**config.mk**
```make
export PLATFORM = sky130hd
export DESIGN_NAME = pll_lock_supervisor_flat
export DESIGN_NICKNAME = d
export VERILOG_FILES = /design/src/rtl/pll_lock_supervisor_if.sv /design/src/rtl/pll_lock_supervisor.sv /design/src/flat_wrapper.sv
export SDC_FILE = /design/constraint.sdc
export NUM_CORES = 1
export LEC_CHECK = 0
export BUFFER_PORTS_ARGS = -buffer_cell sky130_fd_sc_hd__buf_2
export CAP_MARGIN = 20
export CORE_UTILIZATION = 63
export DETAILED_ROUTE_END_ITERATION = 10
export GPL_ROUTABILITY_DRIVEN = 0
export PLACE_DENSITY = 0.82
export SYNTH_ARGS = -nofsm -noshare
export SYNTH_HDL_FRONTEND = slang
export SYNTH_SLANG_ARGS = --single-unit
export TNS_END_PERCENT = 100
```
**constraint.sdc**
```tcl
create_clock -name REFERENCECLK -period 3.3 [get_ports REFERENCECLK]
set_input_delay 0.33 -clock REFERENCECLK [delete_from_list [all_inputs] [get_ports REFERENCECLK]]
set_output_delay 0.33 -clock REFERENCECLK [all_outputs]
set_load 0.05 [all_outputs]
```
**src/rtl/pll_lock_supervisor_if.sv**
```systemverilog
// Control/status bundle between the PLL lock supervisor and its surroundings.
// The supervisor side is the slave; the system/bench side is the master.
interface pll_lock_supervisor_if;
  logic       LOCK;
  logic       clear_fault;
  logic       pll_resetb;
  logic       sys_resetb;
  logic       locked;
  logic       fault;
  logic [7:0] lost_count;

  modport master (
    output LOCK, clear_fault,
    input  pll_resetb, sys_resetb, locked, fault, lost_count
  );

  modport slave (
    input  LOCK, clear_fault,
    output pll_resetb, sys_resetb, locked, fault, lost_count
  );
endinterface

```
**src/rtl/pll_lock_supervisor.sv**
```systemverilog
// PLL lock supervisor: sequences PLL reset, waits for a stable lock, releases
// the downstream reset, and retries or faults on lock timeout / loss of lock.
module pll_lock_supervisor #(
  parameter int RESET_CYCLES  = 16,
  parameter int LOCK_TIMEOUT  = 4096,
  parameter int STABLE_CYCLES = 256,
  parameter int LOSS_FILTER   = 4,
  parameter int MAX_RETRIES   = 3
) (
  input logic                  REFERENCECLK,
  input logic                  RESETB,
  pll_lock_supervisor_if.slave bus
);

  function automatic int max_of4(input int a, input int b, input int c, input int d);
    int m;
    m = a;
    if (b > m) m = b; else m = m;
    if (c > m) m = c; else m = m;
    if (d > m) m = d; else m = m;
    return m;
  endfunction

  function automatic logic [7:0] sat_inc8(input logic [7:0] v);
    return (v == 8'hFF) ? v : v + 8'd1;
  endfunction

  localparam int CNT_W = $clog2(max_of4(RESET_CYCLES, LOCK_TIMEOUT, STABLE_CYCLES, LOSS_FILTER) + 1);
  localparam int RET_W = (MAX_RETRIES > 0) ? $clog2(MAX_RETRIES + 1) : 1;

  localparam logic [CNT_W-1:0] CNT_ONE   = CNT_W'(1);
  localparam logic [CNT_W-1:0] RST_LAST  = CNT_W'(RESET_CYCLES - 1);
  localparam logic [CNT_W-1:0] TMO_LAST  = CNT_W'(LOCK_TIMEOUT - 1);
  localparam logic [CNT_W-1:0] STB_LAST  = CNT_W'(STABLE_CYCLES - 1);
  localparam logic [CNT_W-1:0] LOSS_LAST = CNT_W'(LOSS_FILTER - 1);
  localparam logic [RET_W-1:0] RET_MAX   = RET_W'(MAX_RETRIES);
  localparam logic [RET_W-1:0] RET_ONE   = RET_W'(1);

  typedef enum logic [2:0] {
    S_PLLRST   = 3'd0,
    S_WAITLOCK = 3'd1,
    S_SETTLE   = 3'd2,
    S_RUN      = 3'd3,
    S_FAULT    = 3'd4
  } state_t;

  state_t           state_r, state_n;
  logic [CNT_W-1:0] cnt_r, cnt_n;
  logic [RET_W-1:0] retries_r, retries_n;
  logic [7:0]       lost_r, lost_n;
  logic             sync1_r, lock_s;
  logic             pll_resetb_r, sys_resetb_r, locked_r, fault_r;

  // LOCK synchronizer; flushed while the PLL is held in reset so a stale lock is never trusted
  always_ff @(posedge REFERENCECLK or negedge RESETB) begin
    if (!RESETB) begin
      sync1_r <= 1'b0;
      lock_s  <= 1'b0;
    end else if (!pll_resetb_r) begin
      sync1_r <= 1'b0;
      lock_s  <= 1'b0;
    end else begin
      sync1_r <= bus.LOCK;
      lock_s  <= sync1_r;
    end
  end

  // State, shared counter, retry and loss-event registers
  always_ff @(posedge REFERENCECLK or negedge RESETB) begin
    if (!RESETB) begin
      state_r   <= S_PLLRST;
      cnt_r     <= '0;
      retries_r <= '0;
      lost_r    <= 8'd0;
    end else begin
      state_r   <= state_n;
      cnt_r     <= cnt_n;
      retries_r <= retries_n;
      lost_r    <= lost_n;
    end
  end

  // Next-state logic; the counter restarts on every state change
  always_comb begin
    state_n   = state_r;
    cnt_n     = cnt_r + CNT_ONE;
    retries_n = retries_r;
    lost_n    = lost_r;
    case (state_r)
      S_PLLRST: begin
        if (cnt_r == RST_LAST) state_n = S_WAITLOCK;
        else                   state_n = S_PLLRST;
      end
      S_WAITLOCK: begin
        if (lock_s) begin
          state_n = S_SETTLE;
        end else if (cnt_r == TMO_LAST) begin
          if (retries_r == RET_MAX) begin
            state_n = S_FAULT;
          end else begin
            retries_n = retries_r + RET_ONE;
            state_n   = S_PLLRST;
          end
        end else begin
          state_n = S_WAITLOCK;
        end
      end
      S_SETTLE: begin
        if (!lock_s) begin
          state_n = S_WAITLOCK;
        end else if (cnt_r == STB_LAST) begin
          state_n   = S_RUN;
          retries_n = '0;
        end else begin
          state_n = S_SETTLE;
        end
      end
      S_RUN: begin
        // counter here is the run length of consecutive lock_s lows
        if (lock_s) begin
          cnt_n = '0;
        end else if (cnt_r == LOSS_LAST) begin
          state_n = S_PLLRST;
          lost_n  = sat_inc8(lost_r);
        end else begin
          state_n = S_RUN;
        end
      end
      S_FAULT: begin
        cnt_n = '0;
        if (bus.clear_fault) begin
          state_n   = S_PLLRST;
          retries_n = '0;
        end else begin
          state_n = S_FAULT;
        end
      end
      default: begin
        state_n = S_PLLRST;
        cnt_n   = '0;
      end
    endcase
    if (state_n != state_r) cnt_n = '0;
    else                    cnt_n = cnt_n;
  end

  // Outputs decoded from the next state so they switch on the same edge as the state
  always_ff @(posedge REFERENCECLK or negedge RESETB) begin
    if (!RESETB) begin
      pll_resetb_r <= 1'b0;
      sys_resetb_r <= 1'b0;
      locked_r     <= 1'b0;
      fault_r      <= 1'b0;
    end else begin
      pll_resetb_r <= (state_n != S_PLLRST) && (state_n != S_FAULT);
      sys_resetb_r <= (state_n == S_RUN);
      locked_r     <= (state_n == S_RUN);
      fault_r      <= (state_n == S_FAULT);
    end
  end

  assign bus.pll_resetb = pll_resetb_r;
  assign bus.sys_resetb = sys_resetb_r;
  assign bus.locked     = locked_r;
  assign bus.fault      = fault_r;
  assign bus.lost_count = lost_r;

endmodule

```
**src/flat_wrapper.sv**
```systemverilog
// flat-port wrapper written by rule: the top's interface ports become plain ports
module pll_lock_supervisor_flat 
#(
  parameter int RESET_CYCLES  = 16,
  parameter int LOCK_TIMEOUT  = 4096,
  parameter int STABLE_CYCLES = 256,
  parameter int LOSS_FILTER   = 4,
  parameter int MAX_RETRIES   = 3
)
  (REFERENCECLK, RESETB, bus_LOCK, bus_clear_fault, bus_pll_resetb, bus_sys_resetb, bus_locked, bus_fault, bus_lost_count);
  pll_lock_supervisor_if bus_i ();
  input logic REFERENCECLK;
  input logic RESETB;
  input wire logic [$bits(bus_i.LOCK)-1:0] bus_LOCK;
  input wire logic [$bits(bus_i.clear_fault)-1:0] bus_clear_fault;
  output wire logic [$bits(bus_i.pll_resetb)-1:0] bus_pll_resetb;
  output wire logic [$bits(bus_i.sys_resetb)-1:0] bus_sys_resetb;
  output wire logic [$bits(bus_i.locked)-1:0] bus_locked;
  output wire logic [$bits(bus_i.fault)-1:0] bus_fault;
  output wire logic [$bits(bus_i.lost_count)-1:0] bus_lost_count;
  assign bus_i.LOCK = bus_LOCK;
  assign bus_i.clear_fault = bus_clear_fault;
  assign bus_pll_resetb = bus_i.pll_resetb;
  assign bus_sys_resetb = bus_i.sys_resetb;
  assign bus_locked = bus_i.locked;
  assign bus_fault = bus_i.fault;
  assign bus_lost_count = bus_i.lost_count;
  pll_lock_supervisor #(.RESET_CYCLES(RESET_CYCLES), .LOCK_TIMEOUT(LOCK_TIMEOUT), .STABLE_CYCLES(STABLE_CYCLES), .LOSS_FILTER(LOSS_FILTER), .MAX_RETRIES(MAX_RETRIES)) u_core (.REFERENCECLK(REFERENCECLK), .RESETB(RESETB), .bus(bus_i));
endmodule
```
Yosys cells after proc, flatten, opt, wreduce, memory -nomap -nowiden
Cells that the tools add are included.
{"block": "word_totals", "ff_bits": 31, "out_inout_bits": 12}
{"block": "classes", "addsub": 3, "eq_ne": 20, "muxes": 22, "bitwise": 2, "reduce_logical": 7}
{"op": "2-to-1 mux 13 bit", "count": 2}
{"op": "one-hot mux 13 bit (2 select lines)", "count": 1}
{"op": "2-to-1 mux 3 bit", "count": 6}
{"op": "one-hot mux 3 bit (5 select lines)", "count": 1}
{"op": "2-to-1 mux 2 bit", "count": 7}
{"op": "adder 13 x 1 -> 13 bit, second input constant", "count": 1}
{"op": "== test 13 x 12 -> 1 bit, second input constant", "count": 1}
{"op": "== test 13 x 2 -> 1 bit, second input constant", "count": 1}
{"op": "== test 13 x 4 -> 1 bit, second input constant", "count": 1}
{"op": "== test 13 x 8 -> 1 bit, second input constant", "count": 1}
{"op": "== test 3 x 2 -> 1 bit, second input constant", "count": 3}
{"op": "adder 8 x 1 -> 8 bit, second input constant", "count": 1}
{"op": "== test 8 bit, second input constant", "count": 1}
{"op": "AND reduction 7 bit", "count": 1}
{"op": "== test 3 bit, second input constant", "count": 2}
{"op": "!= test 2 x 1 -> 1 bit, second input constant", "count": 3}
{"op": "!= test 2 bit, second input constant", "count": 3}
{"op": "one-hot mux 2 bit (3 select lines)", "count": 1}
{"op": "nonzero test 3 bit", "count": 2}
{"op": "2-to-1 mux 1 bit", "count": 4}
{"op": "AND reduction 4 bit", "count": 1}
{"op": "== test 3 x 1 -> 1 bit, second input constant", "count": 1}
{"op": "zero test 3 bit", "count": 1}
{"op": "!= test 3 bit", "count": 1}
{"op": "6 further kinds", "count": 7}

Logic depth before layout (Yosys ltp)
Gate-level depths: netlist of the first run.
{"block": "logic_depth", "ltp_word": 7, "depth_mapped": 7}

Least setup slack after synthesis of the first run
OpenSTA, ideal clock, no wires.
{"block": "synth_timing", "kind": "flip-flop to flip-flop", "start": "register u_core.cnt_r[0]", "end": "register u_core.cnt_r[0]", "setup_ps": 123, "arrival_time_ps": 1784, "required_ps": 3177, "path_slack_ps": 1393, "stages_incl_launch_ff": 8, "n_path_buf": 1, "period_less_slack_ps": 1907, "path_cell_list": "dfrtp_1 -> ha_1 -> nand3_4 -> nor4_4 -> nand2_2 -> a221oi_4 -> buf_8 -> nor4_2"}
{"block": "synth_via", "elab_chain_len": 6, "elab_cells_between_ends": 17, "cone_classes": "add/sub: 1; eq/ne: 5; mux: 11"}
{"item": "from (decl)", "line": "pll_lock_supervisor.sv:48", "rtl": "logic [CNT_W-1:0] cnt_r, cnt_n;"}
{"item": "from (signal assigned)", "line": "pll_lock_supervisor.sv:77", "rtl": "cnt_r <= cnt_n;"}
{"item": "parallel branches: the longest is 5 deep, another holds adder 13 x 1 -> 13 bit"}
{"item": "2-to-1 mux 13 bit (*)", "line": "pll_lock_supervisor.sv:143", "rtl": "if (state_n != state_r) cnt_n = '0;"}
{"item": "via u_core.cnt_n[0]", "line": "pll_lock_supervisor.sv:48"}
Mark *: on every way through the listed nets, which the timed path passes.
A chain may end at the register's enable or synchronous reset.

Final worst setup path of the first run
{"block": "layout_timing", "start": "register u_core.cnt_r[0]", "end": "register u_core.cnt_r[1]"}
Same word-level chain as after synthesis.

==> results of run 1 <==
area by class of cell:
type                       count  area share (%)
multi-input combinational    114            47.0
sequential                    31            41.1
timing repair buffer          15            3.97
clock buffer                   6            2.72
tap                           30            1.99
clock inverter                 2            1.85
inverter                       7            1.39
cell families (layout without fill, tap and decap cells):
family,after synthesis,count (layout)
AOI/OAI and AO/OA,16,16
adders and majority gates,3,3
muxes,3,3
and+or+nand+nor,73,73
xor gates and xnor gates,19,19
buffers and inverters,14,30
DFF,31,31
worst max-delay path, cell delays in order, from the launching register on:
cell and delay [ps]:
dfrtp_1 410, ha_1 270, nor4b_1 250, nand4_1 260, o211ai_1 300, o21a_1 600
nor4b_1 140
final timing paths:
| kind | from | to | slack [ps] | cells after the start |
|---|---|---|---|---|
| max in group asynchronous | RESETB | u_core.bus.pll_resetb | 2830 | 1 |
| min in group REFERENCECLK | bus_LOCK | u_core.sync1_r | 210 | 2 |
| min reg2reg | u_core.sync1_r | u_core.lock_s | 450 | 1 |
| min | RESETB | u_core.cnt_r[7] | 10 | 1 |
| max | u_core.cnt_r[0] | u_core.cnt_r[1] | 910 | 6 |
| max reg2reg | u_core.cnt_r[0] | u_core.cnt_r[1] | 910 | 6 |
sequential cells by signal, indices dropped and copies added, names as in the netlist:
signal,flops
u_core.state_r,3
u_core.retries_r,2
u_core.bus.pll_resetb,1
u_core.bus.sys_resetb,1
u_core.sync1_r,1
u_core.bus.fault,1
u_core.cnt_r,13
u_core.bus.lost_count,8
u_core.lock_s,1
through the flow:
stage          setup WS, ps  utilization [%]  power (mW)  hold slack, ps  instances
6_report                911             74.2        1.16            12.2        205
5_1_grt                 756             74.2        1.21            57.9        205
3_5_place_dp            922             70.8       0.848             398        197
3_3_place_gp           1060             70.8       0.818             396        197
2_1_floorplan          1390                -       0.797            34.4        159
4_1_cts                 928             74.2        1.16            18.8        205
report_power, final:
| group | internal [mW] | total, mW | switching (mW) |
|---|---|---|---|
| combinational | 0.121 | 0.344 | 0.224 |
| sequential | 0.432 | 0.497 | 0.0643 |
| clock | 0.179 | 0.315 | 0.136 |
synth_stat cells (all sizes together):
library cell  instances
nand2                10
nand4                10
nand2b                4
o21a                  1
ha                    3
buf                   6
nor4                 14
and3b                 1
nand3b                2
nor3b                 1
a21oi                 3
xnor2                14
o211ai                1
nor2                 14
and2                  3
o21ai                 5
clkbuf                1
and3                  4
a41oi                 2
mux2                  1
a221oi                2
inv                   7
mux2i                 2
nor4b                 2
a32o                  1
nand3                 6
nor3                  2
o2bb2ai               1
dfrtp                31
xor2                  5
metal layers:
layer,part of all wire (%),wire length (um),track usage (%)
met1,45,1530,35.5
met2,51,1750,43.8
met3,3.1,106,8.33
met4,1.6,55,8.97
met5,0,0,0
==> impl_metrics.ini, run 1 <==
[outcome]
run_status = finished, final reports clean

[routing]
vias = 1261
vias_per_cell = 6.15
ant_nets = 0
dr.pass1.iters = 4
first_iter_violations = 31
wirelength_um = 3440
wire_per_inst_um = 16.8
drc = 0

[floorplan]
die-width_um = 54.7
ios = 16
num_rows = 18
die_y_um = 54.7
core_area_mm2 = 0.00254
initial_utilization_pct = 68.7
die-area_mm2 = 0.00299

[hold_path]
hp-class = primary input to asynchronous set/reset pin

[grt]
grt_pass1_wl_um = 5460
grt_pass1_vias = 1132
track_usage_pct = 27.5
overflow = 0
grt_max_degree = 32
antenna_found_initial = 0

[placed_design]
place_hpwl_um = 2430
io_buffers = 15
dpl_cell_area_mm2 = 0.00180

[yosys]
ys_top_cells_by_area = dfrtp_1 44%, nor4_2 7.9%, xnor2_1 7.0%
synth_compound_area_share_pct = 7.94
synth_top_area_share_pct = 44.3
synthMuxAreaShare_pct = 1.79
synthSimpleGateAreaFrac_pct = 29.4
ys_seq_area_share_pct = 44.3
ys_warn_count = 0
ys_ff_latch = 31
synth_top_family_by_area = simple AND/OR/NAND/NOR gates
synthesis.nets = 166
yosys.area_share.xor_xnor_pct = 9.51
avgSynthCellArea_um2 = 11.0
synthAdderAreaFrac_pct = 2.15
syn-cell-area_mm2 = 0.00175
yosys.area.top_type = dfrtp_1
synthCells = 159
yosysUniqueCellTypes = 42

[clock_network]
htree_levels = 2
cts-root-buf = clkbuf_4
cts_made_buffers = 5
cts.reportedPaths.clkPinSlew_ps = 110
cts_tree = done
cts.sinks = 31
cts_resized = 0
cts_hold_buf = 0
cts.path.max_buffers = 2
cts_setup_buffers = 0
worstSkewPairLatency_ps = 340

[cells_and_area]
synthToLayoutAreaGrowth_pct = 8.01
layout_common_cells = 31 x dfrtp_1, 15 x buf_2, 14 x xnor2_1
ff_latch_area_um2 = 776
nets = 181
multiInputGateArea_um2 = 888
mostFrequentLayoutCell = dfrtp_1
design_area_mm2 = 0.00189
post_route_cells_drive_above_1_share_pct = 26.3
fill_cells = 173
antennaDiodeCount = 0

[setup_path]
worst_ep_arrival_time_ps = 2570
cp.required_ps = 3490
end_kind = register
worst-setup-path-type = register to register
startpoint_type = register
critPathMaxFanout = 13

[job]
drv_cap = 0

[timing]
skew_ps = 15.9
min_period_over_period_pct = 72.4
drv_slew = 0
max_freq_ghz = 0.419
slew_headroom_pct = 46.7
tightestPinTransition_ps = 800
tns_ps = 0
setup_viol = 0
finalCriticalPeriod_ps = 2390
rsz0062_at_grt = no
hold_viol = 0

[pwr]
p_per_area_mw_per_mm2 = 612
leakage_nw = 0.831
vdd_drop_max_uv = 637
Power figures use the tool's default switching activity.
==> run 2, diff against run 1 <==
--- a/config.mk
+++ b/config.mk
@@ -7,10 +7,10 @@
 export LEC_CHECK = 0
 export BUFFER_PORTS_ARGS = -buffer_cell sky130_fd_sc_hd__buf_2
 export CAP_MARGIN = 20
-export CORE_UTILIZATION = 63
+export CORE_UTILIZATION = 53
 export DETAILED_ROUTE_END_ITERATION = 10
 export GPL_ROUTABILITY_DRIVEN = 0
-export PLACE_DENSITY = 0.82
+export PLACE_DENSITY = 0.73
 export SYNTH_ARGS = -nofsm -noshare
 export SYNTH_HDL_FRONTEND = slang
 export SYNTH_SLANG_ARGS = --single-unit
==> constraint.sdc (replaced) <==
create_clock -name REFERENCECLK -period 2.1 [get_ports REFERENCECLK]
set_input_delay 0.21 -clock REFERENCECLK [delete_from_list [all_inputs] [get_ports REFERENCECLK]]
set_output_delay 0.21 -clock REFERENCECLK [all_outputs]
set_load 0.05 [all_outputs]
==> run 2 against run 1 <==
Critical endpoint is now u_core.cnt_r[3]. Sequential power rose by 58%. Largest power group unchanged. Sequential share of layout area fell by 3.2 points. Utilization fell by 8.1 points. Critical path type unchanged.
==> impl_metrics.ini, run 2 (synthesis gave the netlist of run 1 again) <==
[floorplan]
core_area_mm2 = 0.00310
ios = 16
die-width_um = 59.5
die_y_um = 59.5
die-area_mm2 = 0.00353
initial_utilization_pct = 56.4
num_rows = 20

[timing]
min_period_over_period_pct = 93.9
tns_ps = 0
setup_viol = 0
max_freq_ghz = 0.507
skew_ps = 16.4
slew_headroom_pct = 54.9
tightestPinTransition_ps = 677
finalCriticalPeriod_ps = 1970
drv_slew = 0
rsz0062_at_grt = no
hold_viol = 0

[placed_design]
dp.cells = 216
place_hpwl_um = 2350
io_buffers = 15

[pwr]
leakage_nw = 0.885
sequentialPowerShare_pct = 43.2
p_per_area_mw_per_mm2 = 886
internal-power_mw = 1.12
vdd_drop_max_uv = 481
p_switching_mw = 0.697
p_comb_share_pct = 37.6
clock_power_share_pct = 19.3
swShare_pct = 38.3

[clock_network]
cts_tree = done
cts.reportedPaths.clkPinSlew_ps = 90
cts.path.max_buffers = 2
cts_made_buffers = 5
cts.sinks = 31
htree_levels = 2
cts-root-buf = clkbuf_4
worstSkewPairLatency_ps = 330

[setup_path]
endpoint = u_core.cnt_r[3]
worst-setup-path-type = register to register
worst_ep_arrival_time_ps = 2180
r2r_start = u_core.cnt_r[0]
cp.required_ps = 2310
reg2reg_depth = 6
slowest_delay_ps = 420
worstPathCellList = ha_4 -> nor4b_4 -> nand4_1 -> o211ai_1 -> and3_4 -> nor4_2
reg2reg_to = u_core.cnt_r[3]
crit_slowest_cell = dfrtp_1
critPathMaxFanout = 13
end_kind = register
setup.worst_path.start = u_core.cnt_r[0]
startpoint_type = register
r2r_slack_ps = 130

[cells_and_area]
mostFrequentLayoutCell = dfrtp_1
top_register = u_core.cnt_r
synthToLayoutAreaGrowth_pct = 17.4
nets = 190
layout_common_cells = 30 x dfrtp_1, 15 x buf_2, 14 x xnor2_1
largest_register_ffs = 13
finalNonFillerCells = 227
utilization_pct = 66.2
post_route_cells_drive_above_1_share_pct = 32.2
antennaDiodeCount = 0

[outcome]
run_status = finished, final reports clean

[grt]
antenna_found_initial = 0
grt_pass1_vias = 1197
grt_pass1_wl_um = 5440
track_usage_pct = 20.8
grt_max_degree = 32
overflow = 0

[routing]
vias = 1281
wirelength_um = 3370
vias_per_cell = 5.64
wire_per_inst_um = 14.8
ant_nets = 0
drc = 0
dr.pass1.iters = 4
first_iter_violations = 44

[hold_path]
hp-class = primary input to register

[job]
drv_cap = 0
run 2: changes by cell type in the layout (fill, tap and decap cells not counted), sizes merged:
cell,before,now
dlygate4sd3,0,1
buf,15,23
bufinv,1,0
run 2: per-stage QoR:
stage | hold slack, ps | setup slack, ps | power [mW] | area, um^2
detailed placement | 287 | -36.1 | 1.38 | 1880
global placement | 273 | 47.8 | 1.35 | 1880
finish | 95.3 | 127 | 1.82 | 2050
floorplan | -85.6 | 193 | 1.25 | 1750
CTS | 89.1 | 28.4 | 1.74 | 1960
global route | 83.8 | 6.96 | 1.93 | 2050
run 2: power by group through the flow:
stage | sequential [mW] | clock (mW) | combinational [mW]
final | 0.786 | 0.351 | 0.683
after global routing | 0.800 | 0.387 | 0.748
after CTS | 0.777 | 0.364 | 0.602
after detailed placement | 0.788 | 0 | 0.596
after global placement | 0.779 | 0 | 0.570
after floorplan | 0.806 | 0 | 0.446
run 2: how the worst min path moves through the flow:
stage	depth (start not counted)	slack [ps]	end	start
after floorplan	0	-90	u_core.bus.fault	RESETB
after global placement	1	270	u_core.cnt_r[9]	RESETB
after detailed placement	1	290	u_core.cnt_r[9]	RESETB
after CTS	2	90	u_core.sync1_r	bus_LOCK
after global routing	2	80	u_core.sync1_r	bus_LOCK
final	2	100	u_core.sync1_r	bus_LOCK
run 2: cell type report:
cell class / count / area, um^2
fillers: 259 / 1050
flip-flops and latches: 31 / 777
multi-input cells: 114 / 968
clock inverters: 1 / 5.00
well taps: 44 / 55.1
clock buffers: 6 / 51.3
repair buffers: 24 / 170
inverters: 7 / 26.3
run 2: critical path, delay by kind of cell, from the launching register on:
family	cells	cell delay, ps
simple gates	4	920
flops	1	420
compound gates	1	330
fa+ha+maj	1	180
run 2: what timing repair did:
action,in CTS,in global routing
setup buffers,0,3
endpoints found under the setup margin,9,21
hold buffers,1,0
pin swaps,1,3
hold endpoints to repair,31,0
resized for setup,1,11
run 2: metal layers:
| layer | track usage [%] | wire [um] | vias to the layer above | share of wire, % |
|---|---|---|---|---|
| met5 | 0 | 0 | - | 0 |
| met1 | 25.5 | 1480 | 633 | 44 |
| met2 | 35.5 | 1750 | 23 | 52 |
| met3 | 5.90 | 108 | 4 | 3.2 |
| li1 | - | - | 621 | - |
| met4 | 6.12 | 33 | 0 | 0.98 |
==> run 3, diff against run 2 <==
--- a/config.mk
+++ b/config.mk
@@ -5,6 +5,7 @@
 export SDC_FILE = /design/constraint.sdc
 export NUM_CORES = 1
 export LEC_CHECK = 0
+export ABC_AREA = 1
 export BUFFER_PORTS_ARGS = -buffer_cell sky130_fd_sc_hd__buf_2
 export CAP_MARGIN = 20
 export CORE_UTILIZATION = 53
==> run 3 against run 2 <==
Power shrank 10%. Die area is 0.96% higher. Count of clock-buffer cells in the layout increased by 1. Worst setup slack improved by 110 ps. Critical path type unchanged. Highest routed layer unchanged.
==> impl_metrics.ini, run 3 <==
[cells_and_area]
layout_common_cells = 51 x nand2_1, 31 x dfrtp_1, 25 x inv_1
mostFrequentLayoutCell = nand2_1
largest_register_ffs = 13
nets = 252
utilization_pct = 63.9
antennaDiodeCount = 0
top_register = u_core.cnt_r
synthToLayoutAreaGrowth_pct = 12.2
post_route_cells_drive_above_1_share_pct = 23.2

[yosys]
yosys.area.top_type = dfrtp_1
ys.flop_type = dfrtp_1
synth_most_common_cell = nand2_1
synthesis.nets = 228
ys_top_cells_by_area = dfrtp_1 44%, nand2_1 11%, inv_1 5.3%
ys_seq_area_share_pct = 43.9
avgSynthCellArea_um2 = 7.99
synth_common_cells = 51 x nand2_1, 31 x dfrtp_1, 25 x inv_1
ys_ff_latch = 31
synthCells = 221
syn-cell-area_mm2 = 0.00177
ys_warn_count = 0
synth_top_area_share_pct = 43.9
synth_async_sr_flop_share_pct = 100
synth-edff-count = 0
yosysUniqueCellTypes = 33

[grt]
antenna_found_initial = 0
track_usage_pct = 21.3
grt_pass1_wl_um = 5520
grt_max_degree = 32
overflow = 0
grt_pass1_vias = 1246

[setup_path]
cp.required_ps = 2330
critPathMaxFanout = 13
startpoint_type = register
worst_ep_arrival_time_ps = 2090
worst-setup-path-type = register to register
end_kind = register

[routing]
drc = 0
vias_per_cell = 4.87
dr.pass1.iters = 4
ant_nets = 0
wire_per_inst_um = 10.8
vias = 1413
first_iter_violations = 100
wirelength_um = 3130

[clock_network]
cts.reportedPaths.clkPinSlew_ps = 100
cts.sinks = 31
cts-root-buf = clkbuf_4
cts.path.max_buffers = 2
worstSkewPairLatency_ps = 330
htree_levels = 2
cts_tree = done
cts_made_buffers = 5

[floorplan]
ios = 16
initial_utilization_pct = 56.9
die-area_mm2 = 0.00357
die_y_um = 59.7
core_area_mm2 = 0.00310
num_rows = 20
die-width_um = 59.7

[placed_design]
place_hpwl_um = 2330
io_buffers = 15

[timing]
max_freq_ghz = 0.538
drv_slew = 0
skew_ps = 8.24
tightestPinTransition_ps = 685
hold_viol = 0
slew_headroom_pct = 54.4
finalCriticalPeriod_ps = 1860
min_period_over_period_pct = 88.5
rsz0062_at_grt = no
tns_ps = 0
setup_viol = 0

[pwr]
vdd_drop_max_uv = 523
leakage_nw = 1.01
p_per_area_mw_per_mm2 = 824

[outcome]
run_status = finished, final reports clean

[job]
drv_cap = 0

[hold_path]
hp-class = primary input to register
run 3: cell count changes after synthesis, sizes merged, moves of 3 or more:
| cell | previous run | this run |
|---|---|---|
| nor2 | 14 | 34 |
| nand2b | 4 | 0 |
| xnor2 | 14 | 1 |
| and2 | 3 | 0 |
| nand3 | 6 | 18 |
| nand2 | 10 | 56 |
| and3 | 4 | 0 |
| o21ai | 5 | 16 |
| inv | 7 | 29 |
| nor3 | 2 | 5 |
| nand4 | 10 | 2 |
| buf | 6 | 3 |
| nor4 | 14 | 0 |
| or2 | 0 | 4 |
run 3: final timing paths:
check                           startpoint                        to  slack [ps]  depth (start not counted)
hold reg to reg             u_core.sync1_r             u_core.lock_s         450                          2
setup / recovery           u_core.cnt_r[0]           u_core.cnt_r[1]         240                          9
max in group asynchronous           RESETB  u_core.bus.lost_count[5]        1210                          2
hold / removal                    bus_LOCK            u_core.sync1_r          70                          3
setup reg to reg           u_core.cnt_r[0]           u_core.cnt_r[1]         240                          9
min in group asynchronous           RESETB       u_core.retries_r[0]         440                          2
run 3: final cells by class:
type,count,area [um^2]
timing repair buffer,20,115
clock inverter,1,7.51
tap,44,55.1
sequential,31,776
inverter,30,113
multi-input combinational,157,851
fill,284,1120
clock buffer,7,65.1
run 3: critical path, stage by stage (launching register included):
cell      delay (ps)
dfrtp_1          380
ha_1             230
nand3_2          160
nor2_4           170
nand2_2           90
or2_1            250
a21boi_1         130
nor2_1            80
nand2_4          210
nor2_1            70
run 3: metrics by stage:
stage | setup slack [ps] | std cells | cell area [um^2] | total power [mW] | hold WS (ps)
detailed placement | 148 | 281 | 1890 | 1.24 | 304
floorplan | 382 | 221 | 1770 | 1.19 | -85.6
global placement | 224 | 281 | 1890 | 1.23 | 294
global route | 12.0 | 290 | 1980 | 1.75 | 70.2
finish | 241 | 290 | 1980 | 1.63 | 68.1
CTS | 131 | 290 | 1980 | 1.64 | 56.8
run 3: report_power, final:
group / switching [mW] / total, mW / internal, mW
clock network: 0.204 / 0.399 / 0.195
logic: 0.328 / 0.494 / 0.166
registers: 0.0657 / 0.740 / 0.675
run 3: logic make-up after synthesis:
family / synth area share (%)
xor+xnor: 3.97
buf+inv: 8.21
simple gates: 33.9
compound gates: 7.86
fa+ha+maj: 2.12
flops: 43.9
run 3: timing repair:
item	4_1_cts	5_1_grt
hold buffers	1	0
buffers inserted	0	0
setup endpoints to repair	0	13
endpoints found under the hold margin	31	0
resized for setup	0	1
run 3: metal layers:
| layer | part of all wire (%) | up-vias | track usage [%] |
|---|---|---|---|
| li1 | - | 747 | - |
| met1 | 50 | 640 | 29.5 |
| met2 | 45 | 21 | 31.7 |
| met3 | 3.2 | 5 | 5.19 |
| met4 | 1.8 | 0 | 8.97 |
| met5 | 0 | - | 0 |
